==> config.mk <==
export PLATFORM = sky130hd
export DESIGN_NAME = booth_control
export DESIGN_NICKNAME = d
export VERILOG_FILES = /design/src/rtl/booth_pkg.sv /design/src/rtl/booth_iter_counter.sv /design/src/rtl/booth_control.sv
export SDC_FILE = /design/constraint.sdc
export NUM_CORES = 1
export LEC_CHECK = 0
export BUFFER_PORTS_ARGS = -buffer_cell sky130_fd_sc_hd__buf_2
export CAP_MARGIN = 20
export CELL_PAD_IN_SITES_DETAIL_PLACEMENT = 0
export CELL_PAD_IN_SITES_GLOBAL_PLACEMENT = 2
export CORE_MARGIN = 2
export CORE_UTILIZATION = 33
export DETAILED_ROUTE_END_ITERATION = 10
export GPL_TIMING_DRIVEN = 1
export PLACE_DENSITY = 0.88
export SLEW_MARGIN = 20
export SYNTH_ARGS = -nofsm -noshare
export SYNTH_HDL_FRONTEND = slang
export SYNTH_SLANG_ARGS = --single-unit
==> constraint.sdc <==
create_clock -name clk -period 2.9 [get_ports clk]
set_input_delay 0.29 -clock clk [delete_from_list [all_inputs] [get_ports clk]]
set_output_delay 0.29 -clock clk [all_outputs]
set_load 0.02 [all_outputs]
==> src/rtl/booth_pkg.sv <==
// Shared definitions for the radix-2 Booth multiplier controller:
// state encoding, default width and the Booth pair codes.
package booth_pkg;

  localparam int N_DEF = 4;

  localparam logic [1:0] PAIR_SUB = 2'b10;
  localparam logic [1:0] PAIR_ADD = 2'b01;

  typedef enum logic [2:0] {
    IDLE   = 3'd0,
    LOAD   = 3'd1,
    EVAL   = 3'd2,
    ADDSUB = 3'd3,
    SHIFT  = 3'd4,
    DONE   = 3'd5
  } state_t;

endpackage

==> src/rtl/booth_iter_counter.sv <==
// Booth iteration counter: cleared on load, bumped once per shift,
// flags the final iteration.
module booth_iter_counter #(
  parameter int N  = 4,
  parameter int CW = $clog2(N + 1)
) (
  input  logic clk,
  input  logic reset,
  input  logic clear,
  input  logic inc,
  output logic last
);

  logic [CW-1:0] count;

  always_ff @(posedge clk or negedge reset) begin
    if (!reset) begin
      count <= '0;
    end else if (clear) begin
      count <= '0;
    end else if (inc) begin
      count <= count + CW'(1);
    end
  end

  assign last = (count == CW'(N - 1));

endmodule

==> src/rtl/booth_control.sv <==
// Radix-2 Booth multiplier control unit: sequences load, add/sub and
// arithmetic shift of the A/Q datapath over N iterations.
//
// state  | meaning
// IDLE   | waiting for start
// LOAD   | load Q with multiplier, clear A
// EVAL   | inspect {q0,q_m1}, choose add/sub or straight shift
// ADDSUB | A <= A +/- M
// SHIFT  | arithmetic right shift of {A,Q}, advance iteration
// DONE   | product valid on {A,Q} for one cycle
module booth_control
  import booth_pkg::*;
#(
  parameter int N = N_DEF
) (
  input  logic clk,
  input  logic reset,
  input  logic start,
  input  logic q0,
  output logic carga_q,
  output logic desp_q,
  output logic carga_a,
  output logic desp_a,
  output logic sel_a,
  output logic resta,
  output logic busy,
  output logic done
);

  localparam int CW = $clog2(N + 1);

  state_t state, state_nxt;
  logic   q_m1;
  logic   resta_r;
  logic   last;

  booth_iter_counter #(.N(N), .CW(CW)) u_iter (
    .clk   (clk),
    .reset (reset),
    .clear (state == LOAD),
    .inc   (state == SHIFT),
    .last  (last)
  );

  always_ff @(posedge clk or negedge reset) begin
    if (!reset) begin
      state   <= IDLE;
      q_m1    <= 1'b0;
      resta_r <= 1'b0;
    end else begin
      state <= state_nxt;
      if (state == LOAD) begin
        q_m1 <= 1'b0;
      end else if (state == SHIFT) begin
        q_m1 <= q0;
      end
      if (state == EVAL) begin
        if ({q0, q_m1} == PAIR_SUB) begin
          resta_r <= 1'b1;
        end else if ({q0, q_m1} == PAIR_ADD) begin
          resta_r <= 1'b0;
        end
      end
    end
  end

  always_comb begin
    state_nxt = state;
    carga_q   = 1'b0;
    desp_q    = 1'b0;
    carga_a   = 1'b0;
    desp_a    = 1'b0;
    sel_a     = 1'b0;
    resta     = 1'b0;
    busy      = 1'b1;
    done      = 1'b0;
    case (state)
      IDLE: begin
        busy = 1'b0;
        if (start) state_nxt = LOAD;
      end
      LOAD: begin
        carga_q   = 1'b1;
        carga_a   = 1'b1;
        state_nxt = EVAL;
      end
      EVAL: begin
        // 00 and 11 pairs skip the adder entirely
        if (({q0, q_m1} == PAIR_SUB) || ({q0, q_m1} == PAIR_ADD)) begin
          state_nxt = ADDSUB;
        end else begin
          state_nxt = SHIFT;
        end
      end
      ADDSUB: begin
        carga_a   = 1'b1;
        sel_a     = 1'b1;
        resta     = resta_r;
        state_nxt = SHIFT;
      end
      SHIFT: begin
        desp_a    = 1'b1;
        desp_q    = 1'b1;
        state_nxt = last ? DONE : EVAL;
      end
      DONE: begin
        done      = 1'b1;
        state_nxt = IDLE;
      end
      default: begin
        busy      = 1'b0;
        state_nxt = IDLE;
      end
    endcase
  end

endmodule

# --- Word-level counts from Yosys, hierarchy flattened ---
# Cells that the tools add are included.
# W data, S select, Z words.
op_classes:
  add_sub_neg: 1
  eq_ne: 9
  muxes: 17
  reduce_logical: 7
op_table:
  columns: ["operator", "n"]
  rows:
  - ["$mux W3", 5]
  - ["$pmux W3 S5", 1]
  - ["$mux W1", 11]
  - ["$eq A3 B2 Y1 const B", 3]
  - ["$eq A3 B3 Y1 const B", 2]
  - ["$reduce_or A5 Y1", 1]
  - ["$reduce_bool A2 Y1", 2]
  - ["$add A3 B1 Y3 const B", 1]
  - ["$eq A3 B1 Y1 const B", 1]
  - ["$logic_not A3 Y1", 1]
  - ["$eq A2 B1 Y1 const B", 1]
  - ["$eq A2 B2 Y1 const B", 1]
  - ["$ne A2 B2 Y1 const B", 1]
  - ["$reduce_and A2 Y1", 1]
  - ["$reduce_or A2 Y1", 1]
  - ["$logic_or A1 B1 Y1", 1]
word_totals:
  regBits: 8

# --- Logic depth before layout (Yosys ltp) ---
# Gate-level depths: netlist of the first run.
depth:
  ltp_word: 4
  mapped_depth: 4
  ltp_nobuf: 4

# --- By module ---
# From an unflattened synthesis of the first run, not the netlist that was laid out.
unflattened:
  cells_unflattened: 46
  area_unflattened_um2: 505.5
modules_own_cells:
  columns: ["mod", "instances", "cells_per_inst", "area_per_inst_um2", "seq_area_each_um2"]
  rows:
  - ["booth_control", 1, 34, 364.1, 125.1]
  - ["booth_iter_counter", 1, 12, 141.4, 75.1]

# --- Least setup slack after synthesis of the first run ---
# OpenSTA, ideal clock, no wires.
synth_timing:
  path_type: "register -> output"
  startpoint: "register state[0]"
  endpoint: "output desp_q"
  arrival_ns: 1.590
  required_ns: 2.610
  path_slack_ns: 1.020
  path_stages_with_launch: 5
  path_buffers: 3
  cell_sequence: "dfrtp_1 buf_6 clkbuf_1 nor3b_1 buf_4"
synth_between:
  elab_chain_len: 2
synth_lines:
  columns: ["element", "line_no", "rtl"]
  rows:
  - ["from (decl)", "booth_control.sv:32", "state_t state, state_nxt;"]
  - ["from (signal assigned)", "booth_control.sv:51", "state <= state_nxt;"]
  - ["$eq A3 B3 Y1", null, null]
  - ["$mux W1", null, null]
  - ["to (decl)", "booth_control.sv:21", "output logic desp_q,"]
# Every way passes these cells.

# --- Final worst setup path of the first run ---
layout_timing:
  startpoint: "register state[2]"
  endpoint: "output done"
layout_between:
  elab_chain_len: 2
layout_lines:
  columns: ["element", "line_no", "rtl"]
  rows:
  - ["$eq A3 B3 Y1", "booth_control.sv:77", "case (state)"]
  - ["$mux W1", "booth_control.sv:77", null]
  - ["to (decl)", "booth_control.sv:27", "output logic done"]
# Every way passes these cells.

==> summary.txt, run 1 <==
Outcome
  • Outcome: complete, no violations

STA
  • Slew HR: 65.66%
  • Final worst-path cycle share: 64.50%
  • RSZ-0062 raised after global routing: false
  • F_max: 534.6 MHz
  • Worst Skew: 2.454 ps
  • Setup WS post-layout: 1029 ps
  • Final hold violations: 0
  • Max-slew violations: 0
  • Setup TNS: 0 ps
  • Final setup viols: 0
  • Final min period: 1871 ps
  • Worst-Margin Slew: 515.1 ps

Power and ir drop
  • Sw Ratio: 43.41%
  • Psw: 283.7 uW
  • Combinational power share: 47.8%
  • Cell area power density: 1102 nW/um2
  • Peak VDD IR: 0.0003828 V
  • Overall power: 653.6 uW
  • Leak: 0.2963 nW
  • Reg power frac: 39.1%
  • Internal power: 369.8 uW
  • Clock network fraction of design power: 13.1%

Flow run
  • Maxcap violations: 0

Finish
  • Post-route cell area: 593.1 um2
  • ANT cells: 0
  • Synthesis-to-finish area growth: 15.05%
  • Nets: 68
  • Final core utilization: 39.83%
  • Layout cells sized above 1: 27.12%

Detailed routing
  • Via-per-instance ratio: 5.053
  • Final ANT Viol Nets: 0
  • 1st-pass router iterations: 2
  • Wirelength per Cell: 12.56 um
  • Routed vias: 379
  • Post-Route WL: 942 um
  • Initial DRC count: 6
  • DRC: 0

Setup path
  • RR Endpoint: resta_r
  • Data required, critical path: 2610 ps
  • Setup Crit Path Kind: reg -> out
  • CP max FO: 16
  • CP startpoint kind: flip-flop
  • Crit path to: done
  • Crit. End Element: output pin
  • Critical path cell sequence: nor2b_1 -> and2_1 -> buf_2
  • R2R depth: 4
  • FF-to-FF setup slack: 1240 ps
  • CP arrival: 1580 ps
  • Reg-to-Reg Start: q_m1
  • Critical Path Max Stage Delay: 640 ps
  • Slowest cell on crit path: dfrtp_1
  • Critical Path Source: state[2]

Clock tree
  • CTS tree: built
  • Clock transition at path regs: 50 ps
  • Clk sinks: 8
  • Postcts setup bufs: 0
  • Worst skew pair latency: 250 ps
  • Cts hold-fix bufs: 1
  • Worst-case clock buffer depth: 2
  • Max H-tree Level: 1
  • Clk root buf: clkbuf_4
  • Post-cts resize count: 0
  • Num CTS Buffers: 3

Synth
  • Synth area leader: dfrtp_1
  • Warnings, synthesis: 0
  • Post-Syn Instances: 49
  • Largest family of logic cells by synthesized area: simple AND/OR/NAND/NOR gates
  • Netlist cell types: 24
  • Synth area leaders: dfrtp_1, nor3b_1, a221o_1
  • Compound-Gate Fraction of Synth Area: 13.35%
  • Register area share after synthesis: 38.83%
  • Post-synthesis mux area share: 4.854%
  • Mapped Area: 515.5 um2
  • FF+latch count, synth: 8
  • Post-synthesis simple-gate area fraction: 28.40%
  • Post-Synth Adder-Cell Area: 7.282%
  • Post-Synth XOR/XNOR Area: 0%
  • Synth top area share: 38.83%
  • Syn Area/Cell: 10.52 um2
  • Post-Syn Nets: 56

Global routing
  • Antenna violations before repair: 0
  • GRT Total Usage: 12.06%
  • Vias in the first global route: 374
  • First-pass GRT wire length: 1.669 mm
  • Total grt overflow: 0
  • Largest net degree at the start of global routing: 20

Placed design
  • Post-DP Area: 560.5 um2
  • Post-place setup slack: 1231 ps
  • I/O Buffers: 11
  • RD Place Congestion: 0.7082

Floorplan
  • Die height: 43.53 um
  • Core Rows: 14
  • Initial Util: 34.62%
  • Die X-Extent: 43.53 um
  • # IOs: 12
  • Core area: 1489 um2
  • Die Footprint: 1894 um2

Hold path
  • Hold Path Class: in -> reg
  • Hold Crit Start: start
[sequential cells by signal, indices dropped and copies added, names as in the netlist]
name	count
q_m1	1
u_iter.count	3
resta_r	1
state	3
[cell usage in the layout (no fill, tap or decap)]
cell	instances
nor3b_1	6
dfrtp_1	8
dlygate4sd3_1	1
buf_2	11
nand2b_1	1
nor2b_1	3
or4b_4	1
nor2_1	3
clkbuf_4	3
a221o_1	4
o2bb2ai_1	1
ha_1	3
and2_1	2
o31ai_1	1
mux2i_1	1
or4b_1	1
and3b_1	1
nor3_1	1
inv_1	2
and2b_1	1
nand3b_1	1
mux2_4	1
a21oi_1	1
a21o_1	1
[Yosys cell counts]
| cell type | count |
|---|---|
| dfrtp_1 | 8 |
| nor3b_1 | 6 |
| a221o_1 | 4 |
| clkbuf_1 | 3 |
| ha_1 | 3 |
| nor2_1 | 3 |
| nor2b_1 | 3 |
| and2_1 | 2 |
| inv_1 | 2 |
| a21o_1 | 1 |
| a21oi_1 | 1 |
| and2b_1 | 1 |
| and3b_1 | 1 |
| buf_4 | 1 |
| buf_6 | 1 |
| mux2_4 | 1 |
| mux2i_1 | 1 |
| nand2b_1 | 1 |
| nand3b_1 | 1 |
| nor3_1 | 1 |
| o2bb2ai_1 | 1 |
| o31ai_1 | 1 |
| or4b_1 | 1 |
| or4b_4 | 1 |
[layout make-up]
class | count | area (um2)
clock buffers | 3 | 22.52
fillers | 152 | 895.9
inverters | 2 | 7.507
multi-input cells | 34 | 277.8
flip-flops and latches | 8 | 200.2
well taps | 16 | 20.02
repair buffers | 12 | 65.06
[worst min-delay path by stage]
stage	cells past startpoint	endpoint	slack, ps
4_1_cts	3	state[0]	370
3_5_place_dp	1	state[2]	140
3_3_place_gp	1	state[2]	140
6_report	3	state[0]	380
5_1_grt	3	state[0]	380
2_1_floorplan	0	q_m1	-6
[critical path: cells and delay by family (launching register included)]
| kind | cells | cell delay (ps) |
|---|---|---|
| flops | 1 | 640 |
| buf+inv | 1 | 160 |
| simple gates | 2 | 530 |
[layer usage]
layer | global-route usage [%] | share of wire [%] | vias up
met3 | 1.667 | 3.1 | 2
li1 | - | - | 198
met4 | 9.091 | 1.3 | 0
met1 | 17.62 | 51 | 172
met2 | 15.82 | 44 | 7
met5 | 0 | 0 | -
[power by group through the flow]
| stage | logic [mW] | registers [mW] | clock network [mW] |
|---|---|---|---|
| after floorplan | 0.320 | 0.190 | 0 |
| after global placement | 0.314 | 0.257 | 0 |
| after detailed placement | 0.316 | 0.256 | 0 |
| after CTS | 0.317 | 0.255 | 0.0880 |
| after global routing | 0.350 | 0.269 | 0.0959 |
| final | 0.313 | 0.255 | 0.0857 |
[logic make-up (layout without fill, tap and decap cells)]
| kind of cell | count (synthesis) | in the layout |
|---|---|---|
| adders and majority gates | 3 | 3 |
| buffers and inverters | 7 | 17 |
| DFF | 8 | 8 |
| and+or+nand+nor | 21 | 21 |
| muxes | 2 | 2 |
| AOI/OAI and AO/OA | 8 | 8 |
[metrics by stage]
step	hold slack, ps	cells
global route	383.7	75
CTS	373.5	75
finish	382.7	75
global placement	142.2	71
detailed placement	144.9	71
floorplan	-5.591	49
Power figures use the tool's default switching activity.
==> run 2, diff against run 1 <==
Settings changed: CORE_UTILIZATION 33 to 28, PLACE_DENSITY 0.88 to 0.81.
Clock period 2.9 ns to 1.5 ns, I/O delays scaled along.
==> summary.txt, run 2 (synthesis results as in run 1) <==
Outcome
  • Outcome: complete, but fails checks (was complete, no violations)
  • Failing checks: setup timing

STA
  • Max-slew violations: 0 (unchanged)
  • Slew HR: 76.62% (was 65.66%)
  • Final min period: 1589 ps
  • Setup TNS: -89.10 ps (was 0 ps)
  • Final hold violations: 0 (unchanged)
  • Worst Skew: 2.897 ps (was 2.454 ps)
  • Worst-Margin Slew: 350.0 ps (was 515.1 ps)
  • Final worst-path cycle share: 105.9%
  • Setup WS post-layout: -89.10 ps (was 1029 ps)
  • Hold_ws: 244.3 ps (was 382.7 ps)
  • F_max: 629.3 MHz
  • RSZ-0062 raised after global routing: true (was false)
  • Final setup viols: 1 (was 0)

Floorplan
  • Initial Util: 29.86% (was 34.62%)
  • # IOs: 12 (unchanged)
  • Die X-Extent: 46.91 um (was 43.53 um)
  • Core area: 1727 um2 (was 1489 um2)
  • Die Footprint: 2200 um2 (was 1894 um2)
  • Core Rows: 15 (was 14)
  • Die height: 46.91 um (was 43.53 um)

Detailed routing
  • Initial DRC count: 7 (was 6)
  • Routed vias: 421 (was 379)
  • DRC: 0 (unchanged)
  • 1st-pass router iterations: 4 (was 2)
  • Wirelength per Cell: 11.25 um (was 12.56 um)
  • Post-Route WL: 1.024 mm (was 942 um)
  • Final ANT Viol Nets: 0 (unchanged)
  • Via-per-instance ratio: 4.626 (was 5.053)

Setup path
  • CP max FO: 2 (was 16)
  • RR Endpoint: resta_r (unchanged)
  • Setup Crit Path Kind: reg -> reg (was reg -> out)
  • Data required, critical path: 1630 ps (was 2610 ps)
  • FF-to-FF setup slack: -90 ps (was 1240 ps)
  • Reg-to-Reg Start: q_m1 (unchanged)
  • CP arrival: 1720 ps (was 1580 ps)
  • R2R depth: 4 (unchanged)
  • CP startpoint kind: flip-flop (unchanged)
  • Crit. End Element: flip-flop (was output pin)

Hold path
  • Hold Crit Start: start (unchanged)
  • WHS Path Cells: 3 (unchanged)
  • Hold EP: state[0] (unchanged)
  • Hold Path Class: in -> reg (unchanged)

Finish
  • Finished Layout Cells: 91 (was 75)
  • Commonest non-fill, non-tap cell in the layout: buf_2 (unchanged)
  • Synthesis-to-finish area growth: 33.01% (was 15.05%)
  • Top Registers: state (3), u_iter.count (3) (unchanged)
  • Fillers: 189 (was 152)
  • Nets: 75 (was 68)
  • Final core utilization: 39.71% (was 39.83%)
  • ANT cells: 0 (unchanged)
  • Post-route cell area: 685.7 um2 (was 593.1 um2)
  • Highest-count cells in the layout ignoring fill and taps: buf_2, dfrtp_1, buf_4 (was buf_2, dfrtp_1, nor3b_1)
  • Layout cells sized above 1: 42.42% (was 27.12%)

Clock tree
  • Clk root buf: clkbuf_4 (unchanged)
  • Worst-case clock buffer depth: 2 (unchanged)
  • CTS tree: built (unchanged)
  • Clock transition at path regs: 50 ps (about the same)
  • Clk sinks: 8 (unchanged)
  • Num CTS Buffers: 3 (unchanged)
  • Max H-tree Level: 1 (unchanged)
  • Worst skew pair latency: 250 ps (about the same)

Placed design
  • Post-DP Area: 621.8 um2 (was 560.5 um2)
  • Post-place setup slack: -120.8 ps (was 1231 ps)
  • RD Place Congestion: 0.7089 (was 0.7082)
  • Inst Count DP: 86 (was 71)
  • Detailed Place HPWL: 741.2 um
  • I/O Buffers: 11 (unchanged)

Global routing
  • First-pass GRT wire length: 1.580 mm (was 1.669 mm)
  • Largest net degree at the start of global routing: 19 (was 20)
  • Total grt overflow: 0 (unchanged)
  • GRT Total Usage: 10.14% (was 12.06%)
  • Vias in the first global route: 333 (was 374)
  • Antenna violations before repair: 0 (unchanged)

Power and ir drop
  • Peak VDD IR: 0.0008198 V (was 0.0003828 V)
  • Overall power: 1.415 mW (was 653.6 uW)
  • Cell area power density: 2064 nW/um2 (was 1102 nW/um2)
  • Leak: 0.3356 nW (was 0.2963 nW)

Flow run
  • Maxcap violations: 0 (unchanged)
-- run 2: cell types whose count changed in the layout (fill, tap and decap cells not counted) --
cell	before	now
buf_4	0	6
buf_6	0	1
ha_1	3	1
ha_2	0	1
ha_4	0	1
inv_1	2	1
inv_2	0	1
nor3b_1	6	4
nor3b_2	0	2
-- run 2: worst max path at each step --
stage	start	end	slack, ps
final	q_m1	resta_r	-90
after global routing	q_m1	resta_r	-130
after CTS	q_m1	resta_r	-120
after detailed placement	q_m1	resta_r	-120
after global placement	q_m1	resta_r	-90
after floorplan	q_m1	resta_r	-100
-- run 2: layout make-up --
type	instances	area, um2	share of cell area, %
multi-input combinational	34	302.8	44.16
sequential	8	200.2	29.20
clock buffer	3	22.52	3.285
timing repair buffer	19	121.4	17.70
inverter	2	7.507	1.095
tap	25	31.28	4.562
-- run 2: what timing repair did --
item,4_1_cts,5_1_grt
resized for setup,2,3
pin swaps,1,1
buffers inserted,0,1
endpoints found under the setup margin,2,6
hold endpoints to repair,8,0
hold buffers,1,0
-- run 2: report_power, final --
part | switching, mW | internal, mW
combinational | 0.442 | 0.423
clock | 0.0705 | 0.0914
sequential | 0.0744 | 0.314
total | 0.587 | 0.828
-- run 2: worst max-delay path, cell delays in order (launching register included) --
cell and delay [ps]:
dfrtp_1 380, inv_2 70, ha_4 190, or4b_4 520
mux2_4 310
-- run 2: routing by layer --
layer	track usage, %	wire, um
met1	15.93	528
met2	12.60	426
met3	1.154	53
met4	6.667	15
met5	0	0
==> run 3, diff against run 2 <==
Settings changed: CORE_ASPECT_RATIO from default to 0.8.
==> summary.txt, run 3 (synthesis results as in run 1) <==
Floorplan
  • Core area: 1675 um2 (was 1727 um2)
  • Core Rows: 13 (was 15)
  • Die Footprint: 2202 um2 (was 2200 um2)
  • Die X-Extent: 51.97 um (was 46.91 um)
  • Die height: 42.38 um (was 46.91 um)
  • Initial Util: 30.77% (was 29.86%)
  • # IOs: 12 (unchanged)

Setup path
  • CP arrival: 1700 ps (was 1720 ps)
  • Crit. End Element: flip-flop (unchanged)
  • FF-to-FF setup slack: -70 ps (was -90 ps)
  • Data required, critical path: 1630 ps (about the same)
  • Critical Path Source: q_m1 (unchanged)
  • R2R depth: 4 (unchanged)
  • RR Endpoint: resta_r (unchanged)
  • Reg-to-Reg Start: q_m1 (unchanged)
  • CP startpoint kind: flip-flop (unchanged)
  • CP max FO: 2 (unchanged)
  • Crit path to: resta_r (unchanged)
  • Setup Crit Path Kind: reg -> reg (unchanged)

Power and ir drop
  • Leak: 0.3697 nW (was 0.3356 nW)
  • Internal power: 956.7 uW (was 828.1 uW)
  • Peak VDD IR: 0.001012 V (was 0.0008198 V)
  • Psw: 637.0 uW (was 587.1 uW)
  • Clock network fraction of design power: 10.2% (was 11.4%)
  • Combinational power share: 65.2% (was 61.1%)
  • Reg power frac: 24.5% (was 27.4%)
  • Sw Ratio: 39.97% (was 41.49%)
  • Cell area power density: 2112 nW/um2 (was 2064 nW/um2)

Global routing
  • First-pass GRT wire length: 2.249 mm (was 1.580 mm)
  • Total grt overflow: 0 (unchanged)
  • Antenna violations before repair: 0 (unchanged)
  • Vias in the first global route: 479 (was 333)
  • GRT Total Usage: 13.73% (was 10.14%)
  • Largest net degree at the start of global routing: 19 (unchanged)

Outcome
  • Failing checks: setup timing (unchanged)
  • Outcome: complete, but fails checks (unchanged)

Clock tree
  • Clock transition at path regs: 50 ps (about the same)
  • Worst skew pair latency: 250 ps (about the same)
  • Max H-tree Level: 1 (unchanged)
  • CTS tree: built (unchanged)
  • Clk sinks: 8 (unchanged)
  • Worst-case clock buffer depth: 2 (unchanged)
  • Num CTS Buffers: 3 (unchanged)
  • Clk root buf: clkbuf_4 (unchanged)

STA
  • Hold_ws: 231.9 ps (was 244.3 ps)
  • Max-slew violations: 0 (unchanged)
  • Setup WS post-layout: -66.00 ps (was -89.10 ps)
  • Final setup viols: 1 (unchanged)
  • F_max: 638.6 MHz (was 629.3 MHz)
  • Worst Skew: 0.6685 ps (was 2.897 ps)
  • Final hold violations: 0 (unchanged)
  • Worst-Margin Slew: 207.3 ps (was 350.0 ps)
  • Setup TNS: -66.00 ps (was -89.10 ps)
  • Final worst-path cycle share: 104.4% (was 105.9%)
  • Slew HR: 86.12% (was 76.62%)
  • RSZ-0062 raised after global routing: true (unchanged)
  • Final min period: 1566 ps (was 1589 ps)

Flow run
  • Maxcap violations: 0 (unchanged)

Finish
  • Nets: 80 (was 75)
  • Post-route cell area: 754.5 um2 (was 685.7 um2)
  • Top Registers: state (3), u_iter.count (3) (unchanged)
  • Layout cells sized above 1: 49.30% (was 42.42%)
  • Commonest non-fill, non-tap cell in the layout: buf_2 (unchanged)
  • ANT cells: 0 (unchanged)
  • Final core utilization: 45.03% (was 39.71%)
  • Synthesis-to-finish area growth: 46.36% (was 33.01%)
  • Fillers: 171 (was 189)
  • Highest-count cells in the layout ignoring fill and taps: buf_2, buf_4, dfrtp_1 (was buf_2, dfrtp_1, buf_4)

Detailed routing
  • Routed vias: 445 (was 421)
  • Via-per-instance ratio: 4.785 (was 4.626)
  • Post-Route WL: 1.221 mm (was 1.024 mm)
  • 1st-pass router iterations: 3 (was 4)
  • Final ANT Viol Nets: 0 (unchanged)
  • Initial DRC count: 4 (was 7)
  • Wirelength per Cell: 13.13 um (was 11.25 um)
  • DRC: 0 (unchanged)

Placed design
  • RD Place Congestion: 0.7394 (was 0.7089)
  • Detailed Place HPWL: 833 um (was 741.2 um)
  • Post-DP Area: 625.6 um2 (was 621.8 um2)
  • I/O Buffers: 11 (unchanged)

Hold path
  • Hold Path Class: in -> reg (unchanged)
[run 3: cell count changes in the layout (fill, tap and decap cells not counted)]
cell       delta
nor2b_2       +1
buf_4         +3
buf_2         -1
nor2b_1       -1
buf_6         +1
dfrtp_1       -1
buf_8         +1
dfrtp_2       +1
clkbuf_16     +1
[run 3: through the flow]
| step | power [mW] | cells | setup slack, ps |
|---|---|---|---|
| after CTS | 1.431 | 88 | -67.01 |
| after floorplan | 0.9914 | 49 | -97.63 |
| after detailed placement | 1.238 | 84 | -132.6 |
| after global routing | 1.748 | 93 | -97.80 |
| after global placement | 1.216 | 84 | -86.22 |
| final | 1.594 | 93 | -66.00 |
[run 3: per-layer routing]
layer / track usage, % / vias to the layer above / wire length (um)
li1: - / 223 / -
met1: 19.09 / 213 / 633
met2: 19.75 / 9 / 520
met3: 5.357 / 0 / 67
met4: 3.158 / 0 / 0
met5: 0 / - / 0
[run 3: power by group through the flow]
stage | clock network [mW] | logic, mW | registers [mW]
2_1_floorplan | 0 | 0.625 | 0.366
3_3_place_gp | 0 | 0.842 | 0.373
3_5_place_dp | 0 | 0.860 | 0.379
4_1_cts | 0.173 | 0.880 | 0.377
5_1_grt | 0.186 | 1.16 | 0.406
6_report | 0.163 | 1.04 | 0.391
[run 3: how the worst min path moves through the flow]
stage,slack (ps),cells past startpoint,endpoint,start
floorplan,-150,0,q_m1,reset
global placement,5,1,resta_r,reset
detailed placement,9,1,resta_r,reset
CTS,230,3,state[0],start
global route,250,3,state[0],start
finish,230,3,state[0],start
[run 3: what timing repair did]
item	4_1_cts	5_1_grt
hold buffers	1	0
setup buffers	0	4
hold endpoints to repair	8	0
gates cloned	0	1
pin swaps	1	1
gates resized for setup	3	8
setup endpoints to repair	2	7
[run 3: worst max-delay path, cell delays in order, from the launching register on]
cell and delay (ps):
dfrtp_1 390, inv_2 70, ha_4 190, or4b_4 500
mux2_4 310
[run 3: area by class of cell]
| type | instances | area (um2) | area share, % |
|---|---|---|---|
| inverter | 2 | 7.507 | 0.9950 |
| timing repair buffer | 24 | 190.2 | 25.21 |
| sequential | 8 | 201.4 | 26.70 |
| clock buffer | 3 | 22.52 | 2.985 |
| multi-input combinational | 34 | 305.3 | 40.46 |
| tap | 22 | 27.53 | 3.648 |
